[config.mk]
export PLATFORM = sky130hd
export DESIGN_NAME = alarm_tone_sequencer
export DESIGN_NICKNAME = d
export VERILOG_FILES = /design/src/rtl/alarm_tone_sequencer.sv
export SDC_FILE = /design/constraint.sdc
export NUM_CORES = 1
export LEC_CHECK = 0
export ABC_AREA = 1
export BUFFER_PORTS_ARGS = -buffer_cell sky130_fd_sc_hd__buf_2
export CORE_MARGIN = 2
export CORE_UTILIZATION = 40
export CTS_BUF_LIST = sky130_fd_sc_hd__clkbuf_8
export DETAILED_ROUTE_END_ITERATION = 10
export PLACE_DENSITY = 0.58
export SKIP_LAST_GASP = 1
export SLEW_MARGIN = 20
export SYNTH_ARGS = -nofsm -noshare
export SYNTH_HDL_FRONTEND = slang
export SYNTH_SLANG_ARGS = --single-unit
export TNS_END_PERCENT = 10
[constraint.sdc]
create_clock -name pulse_5MHz -period 3.85 [get_ports pulse_5MHz]
set_clock_uncertainty 0.2 [all_clocks]
set_input_delay 0.5775 -clock pulse_5MHz [delete_from_list [all_inputs] [get_ports pulse_5MHz]]
set_output_delay 0.5775 -clock pulse_5MHz [all_outputs]
set_load 0.03 [all_outputs]
[src/rtl/alarm_tone_sequencer.sv]
// Egg-timer alarm: cadenced beep/gap pattern with five tone modes, driving the
// mono amplifier PWM and shutdown pins directly.
module alarm_tone_sequencer #(
  parameter int unsigned DIV_W       = 16,
  parameter int unsigned SWEEP_W     = 5,
  parameter int unsigned SHIFT       = 6,
  parameter int unsigned STEP_CYCLES = 65536,
  parameter int unsigned BEEP_CYCLES = 2500000,
  parameter int unsigned GAP_CYCLES  = 1250000,
  parameter int unsigned REPEATS     = 8
) (
  input  logic             pulse_5MHz,
  input  logic             reset,
  input  logic             start,
  input  logic             stop,
  input  logic [2:0]       mode,
  input  logic [DIV_W-1:0] base_div,
  output logic             AUD_PWM,
  output logic             AUD_SD,
  output logic             busy,
  output logic             done
);

  localparam int unsigned PH_MAX = (BEEP_CYCLES > GAP_CYCLES) ? BEEP_CYCLES : GAP_CYCLES;
  localparam int unsigned PH_W   = (PH_MAX > 1) ? $clog2(PH_MAX) : 1;
  localparam int unsigned STEP_W = (STEP_CYCLES > 1) ? $clog2(STEP_CYCLES) : 1;
  localparam int unsigned B_W    = (REPEATS > 1) ? $clog2(REPEATS) : 1;
  localparam int unsigned OFS_W  = SWEEP_W + SHIFT;
  localparam int unsigned SUM_W  = ((DIV_W > OFS_W) ? DIV_W : OFS_W) + 1;

  typedef enum logic [1:0] {IDLE, BEEP, GAP} state_t;

  state_t             state;
  logic [PH_W-1:0]    ph;
  logic [STEP_W-1:0]  step;
  logic [SWEEP_W-1:0] s;
  logic               dir;
  logic [B_W-1:0]     b;
  logic [DIV_W-1:0]   tcnt;
  logic [2:0]         mode_q;
  logic [DIV_W-1:0]   base_q;

  // Half-period for a given mode/sweep position; saturates instead of wrapping
  function automatic logic [DIV_W-1:0] calc_h(input logic [2:0] md, input logic [DIV_W-1:0] base,
                                              input logic [SWEEP_W-1:0] sv, input logic dv,
                                              input logic odd);
    logic [SWEEP_W-1:0] o;
    logic [SUM_W-1:0]   sum;
    logic [DIV_W-1:0]   h;
    o = '0;
    case (md)
      3'd1:    o = sv;
      3'd2:    o = ~sv;
      3'd3:    o = dv ? ~sv : sv;
      3'd4:    o = odd ? '1 : '0;
      default: o = '0;
    endcase
    sum = SUM_W'(base) + (SUM_W'(o) << SHIFT);
    if (|(sum >> DIV_W)) h = '1;
    else                 h = sum[DIV_W-1:0];
    if (h == '0) h = DIV_W'(1);
    return h;
  endfunction

  logic [DIV_W-1:0] h_start, h_run, h_next;
  assign h_start = calc_h(mode, base_div, '0, 1'b0, 1'b0);
  assign h_run   = calc_h(mode_q, base_q, s, dir, b[0]);
  assign h_next  = calc_h(mode_q, base_q, s, dir, ~b[0]);

  always_ff @(posedge pulse_5MHz or posedge reset) begin
    if (reset) begin
      state   <= IDLE;
      ph      <= '0;
      step    <= '0;
      s       <= '0;
      dir     <= 1'b0;
      b       <= '0;
      tcnt    <= '0;
      mode_q  <= '0;
      base_q  <= '0;
      AUD_PWM <= 1'b0;
      AUD_SD  <= 1'b0;
      busy    <= 1'b0;
      done    <= 1'b0;
    end else begin
      done <= 1'b0;
      if (stop) begin
        // Abort wins over start and over a same-cycle natural completion
        state   <= IDLE;
        ph      <= '0;
        step    <= '0;
        s       <= '0;
        dir     <= 1'b0;
        b       <= '0;
        tcnt    <= '0;
        AUD_PWM <= 1'b0;
        AUD_SD  <= 1'b0;
        busy    <= 1'b0;
      end else begin
        case (state)
          IDLE: begin
            if (start) begin
              state   <= BEEP;
              mode_q  <= mode;
              base_q  <= base_div;
              ph      <= '0;
              step    <= '0;
              s       <= '0;
              dir     <= 1'b0;
              b       <= '0;
              tcnt    <= h_start - DIV_W'(1);
              AUD_PWM <= 1'b0;
              AUD_SD  <= 1'b1;
              busy    <= 1'b1;
            end
          end
          BEEP: begin
            if (ph == PH_W'(BEEP_CYCLES - 1)) begin
              state   <= GAP;
              ph      <= '0;
              AUD_PWM <= 1'b0;
            end else begin
              ph <= ph + PH_W'(1);
              if (tcnt == '0) begin
                AUD_PWM <= ~AUD_PWM;
                tcnt    <= h_run - DIV_W'(1);
              end else begin
                tcnt <= tcnt - DIV_W'(1);
              end
            end
            // Sweep index advances only while sounding; direction flips on wrap
            if (step == STEP_W'(STEP_CYCLES - 1)) begin
              step <= '0;
              s    <= s + SWEEP_W'(1);
              if (s == '1) dir <= ~dir;
            end else begin
              step <= step + STEP_W'(1);
            end
          end
          GAP: begin
            if (ph == PH_W'(GAP_CYCLES - 1)) begin
              ph <= '0;
              if (REPEATS != 0 && b == B_W'(REPEATS - 1)) begin
                state  <= IDLE;
                busy   <= 1'b0;
                AUD_SD <= 1'b0;
                done   <= 1'b1;
              end else begin
                state <= BEEP;
                b     <= b + B_W'(1);
                tcnt  <= h_next - DIV_W'(1);
              end
            end else begin
              ph <= ph + PH_W'(1);
            end
          end
          default: state <= IDLE;
        endcase
      end
    end
  end

endmodule

==> results.tsv, run 1 <==
metric	value	unit
dominant synthesized flop cell	dfrtp_1	
vias in the first global route	6520	
count of different cell masters after synthesis	48	
Worst R2R Start	mode_q[0]$_DFFE_PP0P_	
Reg2Reg Setup Slack	0.21	ns
critical path type	flop to flop	
clock-pin slew on the worst setup and hold paths	0.11	ns
synthesis-to-layout area growth	12.3	%
Finished Core Util	45.7	%
Site Rows	48	
Critical Path End Type	flop	
Worst Slack Setup Final	0.207	ns
Via Count	6774	
# nets final	1150	
fin area	0.00785	mm²
Syn Inst Count	1050	
die height	136	µm
Highest Clock Rate	275	MHz
Top Family by Delay on Critical Path	simple AND/OR/NAND/NOR gates	
arrival time at the worst endpoint	3.72	ns
max_cap viols	0	
crit start category	flop	
htree depth	3	
Final setup viols	0	
Slew @ Worst Pin	0.938	ns
Total Die Area	0.0185	mm²
worst path required time	3.93	ns
fin crit share	94.6	%
I/O Buffers	26	
Die X	136	µm
WL per Instance	14.0	µm
clk root buf	clkbuf_8	
sequential share of the synthesized area	31.2	%
largest net degree at the start of global routing	46	
R2R depth	28	
mapped cell area	0.00699	mm²
dpl ws	-0.0357	ns
Final min period	3.64	ns
Placed Area	0.00752	mm²
post-DP HPWL	14.3	mm
first-pass GRT wire length	31.3	mm
power density cells	635	mW/mm²
Leak Pwr	0.00389	µW
crit path buf inv count	4	
outcome	finished, final reports clean	
initial core utilization	40.7	%
antenna cells	0	
setup tns final	0	ns
GR Overflow Total	0	
# fillers	1844	
Worst IR Drop VDD	0.341	mV
critical-path maximum fanout	5	
ys async rst share	100	%
min-delay worst type	primary input to asynchronous set/reset pin	
Crit-path slowest cell	fa_2	
Iteration-0 DRC Markers	442	
CTS sink count	87	
FF/Latch Area	0.00218	mm²
RSZ-0062 raised after global routing	true	
Pre-Repair DR Iteration Count	5	
CTS max path bufs	2	
register bit total from synthesis	87	
later-pin clock latency in the skew report	0.39	ns
Syn Nets	1103	
CTS Hold Bufs	0	
CTS tree	done	
Syn Area/Cell	6.66	µm²
share of cells above drive strength 1	15.2	%
post-route DRC violation count	0	
initial antenna violation count	0	
GP Congestion	0.903	
boundary pin count	27	
crit-path max cell delay	0.41	ns
max-slew violation count	0	
CTS buffer count	9	
Fin. Hold Viols	0	
Routed WL	18.5	mm
final std cells w/o fill	1327	
area of the multi-input gates	0.00423	mm²
total track usage	21.1	%
antenna viol nets, final	0	
detail-routed via count per cell	5.10	
Slew headroom	37.3	%
Core Box Area	0.0172	mm²
Post-Place Cells	1309	
R2R Path End	tcnt[12]$_DFFE_PP0P_	
Ys Warns	0	
Post-synth EDFFs	0	
==> repair_timing <==
item | CTS | global route
buffers inserted | 0 | 2
setup endpoints to repair | 2 | 8
cloned | 0 | 0
pin swaps | 0 | 7
gates resized for setup | 1 | 38
==> area by class of cell <==
class / count / area share (%)
Clock buffer: 9 / 1.58
Clock inverter: 7 / 0.797
Inverter: 159 / 7.62
Multi-Input combinational cell: 784 / 54.0
Sequential cell: 87 / 27.8
Tap cell: 225 / 3.59
Timing Repair Buffer: 56 / 4.69
==> cells in the mapped netlist (2+ instances only) <==
library cell | n | area share (%)
xnor2_1 | 3 | 0.38
nor2_2 | 4 | 0.36
nand2_4 | 5 | 0.81
buf_2 | 6 | 0.43
inv_1 | 145 | 7.8
o21a_1 | 2 | 0.21
fa_1 | 3 | 0.86
nor3_2 | 3 | 0.43
nor4_1 | 6 | 0.54
a31oi_1 | 4 | 0.36
dfrtp_1 | 87 | 31
nor2_4 | 6 | 0.97
o21ai_2 | 4 | 0.50
nand2_2 | 14 | 1.3
clkbuf_1 | 9 | 0.48
nand3_1 | 90 | 6.4
buf_4 | 4 | 0.43
o211ai_1 | 3 | 0.32
mux2_2 | 5 | 0.81
nor2_1 | 104 | 5.6
a21oi_1 | 31 | 2.2
a32o_1 | 4 | 0.57
o22ai_1 | 16 | 1.4
nand2_1 | 293 | 16
nand3b_1 | 4 | 0.43
nand3_2 | 5 | 0.72
nand3_4 | 2 | 0.50
o21ai_0 | 57 | 4.1
a211oi_1 | 2 | 0.21
o31ai_1 | 2 | 0.21
nand4_1 | 14 | 1.3
ha_1 | 27 | 4.8
nor3_1 | 29 | 2.1
xor2_1 | 18 | 2.3
nor3b_1 | 3 | 0.32
o21ai_1 | 12 | 0.86
inv_2 | 13 | 0.70
==> power breakdown <==
group | internal, µW | total (µW) | switching (µW)
Sequential | 1120 | 1350 | 231
Combinational | 1040 | 2990 | 1950
Clock | 249 | 646 | 396
==> flip-flops by register name, indices dropped and copies added (netlist names) <==
| register | flops |
|---|---|
| s | 5 |
| state | 2 |
| busy | 1 |
| tcnt | 16 |
| base_q | 16 |
| mode_q | 3 |
| AUD_PWM | 1 |
| b | 3 |
| step | 16 |
| done | 1 |
| ph | 22 |
| dir | 1 |
==> metrics by stage <==
stage	power (µW)	hold slack, ns
3_5_place_dp	4170	0.265
6_report	4980	0.116
3_3_place_gp	4170	0.266
2_1_floorplan	3420	0.249
5_1_grt	5480	0.187
4_1_cts	4850	0.136
==> worst max path at each step <==
stage	start	end	slack [ns]	depth (start not counted)
5_1_grt	mode_q[0]$_DFFE_PP0P_	tcnt[14]$_DFFE_PP0P_	-0.13	28
3_5_place_dp	mode[0]	tcnt[14]$_DFFE_PP0P_	-0.04	29
6_report	mode_q[0]$_DFFE_PP0P_	tcnt[12]$_DFFE_PP0P_	0.21	28
2_1_floorplan	mode[0]	tcnt[12]$_DFFE_PP0P_	0.003	27
4_1_cts	mode_q[0]$_DFFE_PP0P_	tcnt[4]$_DFFE_PP0P_	0.02	26
3_3_place_gp	mode[0]	tcnt[14]$_DFFE_PP0P_	-0.01	26
==> per-layer routing <==
layer | up-vias | routed length [µm] | GRT usage, % | share of wire, %
met2 | 139 | 8170 | 33.9 | 44
met3 | 34 | 743 | 3.39 | 4.0
met1 | 3106 | 9110 | 28.9 | 49
met5 | - | 0 | 0 | 0
met4 | 0 | 487 | 7.23 | 2.6
li1 | 3495 | - | - | -
==> cells in the final DEF, fill, tap and decap left out, drive strengths merged, types with 2 or more instances in the layout <==
cell | synthesis | layout
o22ai | 16 | 16
a21oi | 31 | 31
o21a | 2 | 2
nor2 | 115 | 115
nand2 | 312 | 312
a32o | 4 | 4
xor2 | 18 | 18
clkinv | 1 | 3
nand3 | 97 | 97
fa | 3 | 3
a211oi | 2 | 2
clkbuf | 9 | 9
clkinvlp | 0 | 2
xnor2 | 3 | 3
inv | 158 | 161
nand4 | 14 | 14
buf | 11 | 56
nor3b | 3 | 3
o31ai | 2 | 2
ha | 27 | 27
o21ai | 73 | 73
nor4 | 6 | 6
nor3 | 32 | 32
a31oi | 4 | 4
dfrtp | 87 | 87
mux2 | 5 | 5
o211ai | 3 | 3
nand3b | 4 | 4
or2 | 2 | 2
==> cell families (layout without fill, tap and decap cells) <==
group	after synthesis	count (layout)	share of synthesized area, %
and+or+nand+nor	587	587	38.1
buffers and inverters	179	231	10.0
AOI/OAI and AO/OA	141	141	11.6
DFF	87	87	31.2
adders and majority gates	30	30	5.69
xor gates and xnor gates	21	21	2.63
muxes	5	5	0.806
(Power assumes the default switching activity.)
==> run 2, diff against run 1 <==
- ABC_AREA: 1 -> unset
==> run 2 against run 1 <==
The flow now finishes with violations (setup timing). First-iteration DRC count fell by 18%. Routed wire length rose by 6.2%. Largest cell class unchanged. Non-clock buffer count rose by 108. Count of clock-buffer cells in the layout did not move. Synthesized cell count fell by 26%. Total power rose by 18%. Die area fell by 5.8%. Combinational power rose by 25%. Via count fell by 2.2%. Critical path depth fell by 12. Register-to-register slack got worse by 0.98 ns. Largest power group unchanged. Sequential share of layout area fell by 1.4 points.
==> results.tsv, run 2 <==
metric	value	unit
synth top area cells	dfrtp_1 33%, o21ai_0 6.0%, ha_1 5.1%, nor2_1 4.5%, nand2_1 4.2%	
count of different cell masters after synthesis	83	
Iteration-0 DRC Markers	361	
R2R depth	16	
Top Family by Delay on Critical Path	simple AND/OR/NAND/NOR gates	
Pre-Repair DR Iteration Count	5	
max FFs per register	22	
most common cell after layout, fill and taps aside	buf_4	
clock-pin slew on the worst setup and hold paths	0.11	ns
Critical path origin	dir$_DFFE_PP0P_	
synth cell count leaders	87 x dfrtp_1, 79 x o21ai_0, 78 x nor2_1, 73 x nand2_1, 36 x a21oi_1	
power density cells	711	mW/mm²
antenna cells	0	
initial core utilization	41.2	%
post-route DRC violation count	0	
CP cell instances	o21ai_2 -> nor2_1 -> a21oi_1 -> nor2_1 -> or2_2 -> ha_2 -> fa_2 -> and3_1 -> o211ai_1 -> a32oi_1 -> or3_1 -> or4_4 -> a211oi_4 -> and4bb_2 -> a21oi_1 -> or3_1	
critical path type	flop to flop	
max_cap viols	0	
initial antenna violation count	0	
Finished Core Util	51.8	%
Slew headroom	44.9	%
htree depth	3	
min-delay worst type	primary input to asynchronous set/reset pin	
sequential share of the synthesized area	33.1	%
Ys Warns	0	
Post-synth EDFFs	0	
worst path required time	3.93	ns
Die X	132	µm
outcome	complete, but fails checks	
dominant synthesized flop cell	dfrtp_1	
first-pass GRT wire length	32.9	mm
CTS max path bufs	2	
mapped cell area	0.00657	mm²
ys async rst share	100	%
Fin. Hold Viols	0	
R2R Path End	tcnt[11]$_DFFE_PP0P_	
Slew @ Worst Pin	0.825	ns
boundary pin count	27	
arrival time at the worst endpoint	4.70	ns
CTS tree	done	
fin crit share	120	%
Total Die Area	0.0175	mm²
Critical Path End Type	flop	
largest net degree at the start of global routing	43	
RSZ-0062 raised after global routing	true	
WL per Instance	17.1	µm
critical-path maximum fanout	5	
CTS buffer count	9	
crit start category	flop	
failing checks	setup timing	
Synth area leader	dfrtp_1	
# nets final	980	
Worst Slack Setup Final	-0.771	ns
Worst R2R Start	dir$_DFFE_PP0P_	
commonest cells after routing, fill and taps aside	137 x buf_4, 87 x dfrtp_1, 78 x nor2_1, 76 x o21ai_0, 73 x nand2_1	
crit path buf inv count	0	
Leak Pwr	0.00369	µW
crit-path max cell delay	0.51	ns
I/O Buffers	26	
Final setup viols	16	
Crit-path slowest cell	or4_4	
Highest Clock Rate	216	MHz
stages on the worst setup path	16	
detail-routed via count per cell	5.77	
later-pin clock latency in the skew report	0.39	ns
total power	5870	µW
Worst IR Drop VDD	0.296	mV
share of Yosys cell area claimed by the top area cell type	33.1	%
Syn Nets	835	
clk root buf	clkbuf_8	
Syn Area/Cell	8.40	µm²
top-count cell post-synth	dfrtp_1	
total track usage	23.1	%
Biggest register	ph	
Syn Inst Count	782	
Final min period	4.62	ns
die height	132	µm
Reg2Reg Setup Slack	-0.77	ns
post-DP HPWL	15.3	mm
antenna viol nets, final	0	
Site Rows	46	
GP Congestion	0.910	
share of cells above drive strength 1	26.4	%
Via Count	6624	
Routed WL	19.7	mm
vias in the first global route	6634	
Core Box Area	0.0159	mm²
max-slew violation count	0	
GR Overflow Total	0	
synthesis-to-layout area growth	25.7	%
register bit total from synthesis	87	
CTS sink count	87	
==> run 2: cell count changes after synthesis, sizes merged, moves of 14 or more <==
| cell | delta |
|---|---|
| and3 | +17 |
| nor2 | -37 |
| nand3 | -64 |
| nand2 | -239 |
| nor3 | -22 |
| nand2b | +14 |
| clkbuf | +18 |
| inv | -133 |
==> run 2: worst max-delay path by stage <==
stage	slack, ns	to
after floorplan	-0.43	tcnt[10]$_DFFE_PP0P_
after global routing	-1.01	tcnt[9]$_DFFE_PP0P_
after global placement	-0.82	tcnt[6]$_DFFE_PP0P_
after CTS	-0.74	tcnt[6]$_DFFE_PP0P_
after detailed placement	-0.83	tcnt[6]$_DFFE_PP0P_
final	-0.77	tcnt[11]$_DFFE_PP0P_
==> run 2: layer usage <==
layer | global-route usage, % | share of wire (%)
met1 | 28.9 | 44
met2 | 39.9 | 49
met3 | 3.42 | 4.2
met4 | 9.12 | 2.9
met5 | 0 | 0
==> run 2: logic make-up after synthesis <==
logic type / share of synthesized area [%]
buffers and inverters: 3.43
flip-flops: 33.1
adder cells (fa/ha/maj): 6.06
multiplexers: 3.96
AND/OR/NAND/NOR: 25.6
AO/OA/AOI/OAI: 23.6
XOR/XNOR: 4.13
==> run 2: worst register-to-register path, stage by stage, from the launching register on <==
cell and delay (ns):
dfrtp_1 0.45, o21ai_2 0.17, nor2_1 0.06, a21oi_1 0.11, nor2_1 0.06, or2_2 0.30
ha_2 0.19, fa_2 0.37, and3_1 0.24, o211ai_1 0.19, a32oi_1 0.11, or3_1 0.42
or4_4 0.51, a211oi_4 0.39, and4bb_2 0.34, a21oi_1 0.08, or3_1 0.33
==> run 2: final cells by class <==
cell class / instances / area, µm²
fillers: 1538 / 7690
multi-input cells: 638 / 4290
flip-flops and latches: 87 / 2180
repair buffers: 164 / 1180
well taps: 216 / 270
clock buffers: 9 / 124
clock inverters: 7 / 109
inverters: 27 / 103
==> run 2: through the flow <==
stage | setup slack [ns] | hold slack [ns] | instance area (µm²) | setup TNS (ns) | instances
5_1_grt | -1.01 | 0.0998 | 8260 | -13.57 | 1148
4_1_cts | -0.743 | 0.0824 | 8180 | -9.32 | 1144
6_report | -0.771 | 0.0714 | 8260 | -9.87 | 1148
2_1_floorplan | -0.431 | 0.254 | 6620 | -4.10 | 782
3_5_place_dp | -0.835 | 0.285 | 7900 | -10.92 | 1125
3_3_place_gp | -0.817 | 0.280 | 7900 | -10.32 | 1125
==> run 2: repair_timing <==
item / 4_1_cts / 5_1_grt
pin swaps: 2 / 2
setup endpoints to repair: 16 / 16
buffers inserted: 3 / 4
hold buffers: 0 / 0
hold endpoints to repair: 0 / 0
gates resized for setup: 3 / 11
==> run 2: power by group <==
| part | leakage [µW] | switching [µW] | total (µW) | internal (µW) |
|---|---|---|---|---|
| registers | 0.00115 | 243 | 1360 | 1110 |
| logic | 0.00241 | 1930 | 3740 | 1820 |
| clock network | 0.000119 | 392 | 773 | 382 |
==> run 3, diff against run 2 <==
- CORE_MARGIN: 2 -> unset
- PLACE_DENSITY: 0.58 -> 0.6
- clock period: 3.85 -> 4.1 ns (I/O delays scaled with it)
==> run 3 against run 2 <==
The flow still finishes with violations (setup timing). Critical path depth rose by 2. Total power fell by 12%. Global-route usage rose by 0.64 points. Non-clock buffer count fell by 34. Clock power fell by 20%. Critical path type unchanged. Largest power group unchanged. Highest routed layer unchanged.
==> results.tsv, run 3 (synthesized netlist as in run 2, its figures left out) <==
metric	value	unit
synthesis-to-layout area growth	20.2	%
initial core utilization	41.2	%
Top Family by Delay on Critical Path	simple AND/OR/NAND/NOR gates	
Site Rows	46	
Finished Core Util	49.5	%
Via Count	6505	
crit start category	flop	
clk root buf	clkbuf_8	
later-pin clock latency in the skew report	0.40	ns
Fin. Hold Viols	0	
total track usage	23.7	%
Leak Pwr	0.00348	µW
Crit-path slowest cell	or4_4	
critical path type	flop to flop	
setup tns final	-4.66	ns
Biggest register	ph	
post-DP HPWL	14.6	mm
I/O Buffers	26	
CP cell instances	inv_1 -> o21ai_2 -> nor2_1 -> a21oi_1 -> nor2_1 -> or2_2 -> ha_2 -> fa_2 -> and3_1 -> o211ai_1 -> a32oi_1 -> or3_1 -> or4_4 -> a211oi_4 -> buf_4 -> or3b_1 -> o21ai_1 -> o311ai_2	
GR Overflow Total	0	
Routed WL	18.8	mm
worst path required time	4.17	ns
total power	5160	µW
CTS tree	done	
post-route DRC violation count	0	
die height	130	µm
Die X	130	µm
max_cap viols	0	
Worst Slack Setup Final	-0.452	ns
CTS Hold Bufs	0	
Slew @ Worst Pin	0.856	ns
detail-routed via count per cell	5.84	
WL per Instance	16.9	µm
Reg2Reg Setup Slack	-0.45	ns
fin crit share	111	%
R2R depth	18	
CTS sink count	87	
outcome	complete, but fails checks	
arrival time at the worst endpoint	4.62	ns
hold slack	0.100	ns
max-slew violation count	0	
Final setup viols	14	
Slew headroom	42.8	%
Worst IR Drop VDD	0.280	mV
Iteration-0 DRC Markers	482	
most common cell after layout, fill and taps aside	buf_4	
# nets final	946	
critical-path maximum fanout	5	
Final min period	4.55	ns
final std cells w/o fill	1114	
failing checks	setup timing	
Pre-Repair DR Iteration Count	5	
commonest cells after routing, fill and taps aside	104 x buf_4, 87 x dfrtp_1, 78 x nor2_1, 75 x o21ai_0, 73 x nand2_1	
boundary pin count	27	
max FFs per register	22	
Highest Clock Rate	220	MHz
Post-Place Cells	1096	
first-pass GRT wire length	31.6	mm
CTS buffer count	9	
largest net degree at the start of global routing	43	
CTS max path bufs	2	
initial antenna violation count	0	
RSZ-0062 raised after global routing	true	
GP Congestion	0.962	
antenna cells	0	
R2R Path End	tcnt[9]$_DFFE_PP0P_	
Worst R2R Start	mode_q[0]$_DFFE_PP0P_	
Core Box Area	0.0159	mm²
crit path buf inv count	2	
Total Die Area	0.0169	mm²
vias in the first global route	6303	
Critical Path End Type	flop	
share of cells above drive strength 1	22.6	%
min-delay worst type	primary input to asynchronous set/reset pin	
antenna viol nets, final	0	
crit-path max cell delay	0.51	ns
clock-pin slew on the worst setup and hold paths	0.10	ns
htree depth	3	
most used cell, CP	nor2_1	
power density cells	654	mW/mm²
[run 3: timing repair]
action	in CTS	in global routing
setup endpoints to repair	14	16
buffers inserted	1	1
resized for setup	1	4
pin swaps	1	2
[run 3: metal layers]
metal / part of all wire (%) / GRT usage (%)
met1: 44 / 29.8
met5: 0 / 0
met2: 49 / 40.9
met3: 3.8 / 3.61
met4: 2.4 / 9.03
[run 3: report_power, final]
| part | leakage (µW) | switching (µW) | internal [µW] |
|---|---|---|---|
| Combinational | 0.00223 | 1660 | 1550 |
| Clock | 0.0000989 | 355 | 264 |
| Sequential | 0.00115 | 281 | 1040 |
| Total | 0.00348 | 2300 | 2860 |
[run 3: cell type report]
class	count	area (µm²)
Clock buffer	11	151
Sequential cell	87	2180
Timing Repair Buffer	130	911
Fill cell	1567	8050
Inverter	27	103
Tap cell	216	270
Clock inverter	5	45.0
Multi-Input combinational cell	638	4230
[run 3: stage by stage]
step                instance area (µm²)  setup WS, ns
CTS                                7870        -0.439
detailed placement                 7670        -0.443
finish                             7890        -0.452
floorplan                          6620        -0.181
global route                       7890        -0.686
global placement                   7670        -0.446
[run 3: worst max path at each step]
| stage | startpoint | endpoint | slack (ns) | depth (start not counted) |
|---|---|---|---|---|
| after floorplan | dir$_DFFE_PP0P_ | tcnt[10]$_DFFE_PP0P_ | -0.18 | 14 |
| after global placement | dir$_DFFE_PP0P_ | tcnt[10]$_DFFE_PP0P_ | -0.45 | 15 |
| after detailed placement | dir$_DFFE_PP0P_ | tcnt[10]$_DFFE_PP0P_ | -0.44 | 16 |
| after CTS | dir$_DFFE_PP0P_ | tcnt[9]$_DFFE_PP0P_ | -0.44 | 16 |
| after global routing | dir$_DFFE_PP0P_ | tcnt[9]$_DFFE_PP0P_ | -0.69 | 17 |
| final | mode_q[0]$_DFFE_PP0P_ | tcnt[9]$_DFFE_PP0P_ | -0.45 | 18 |
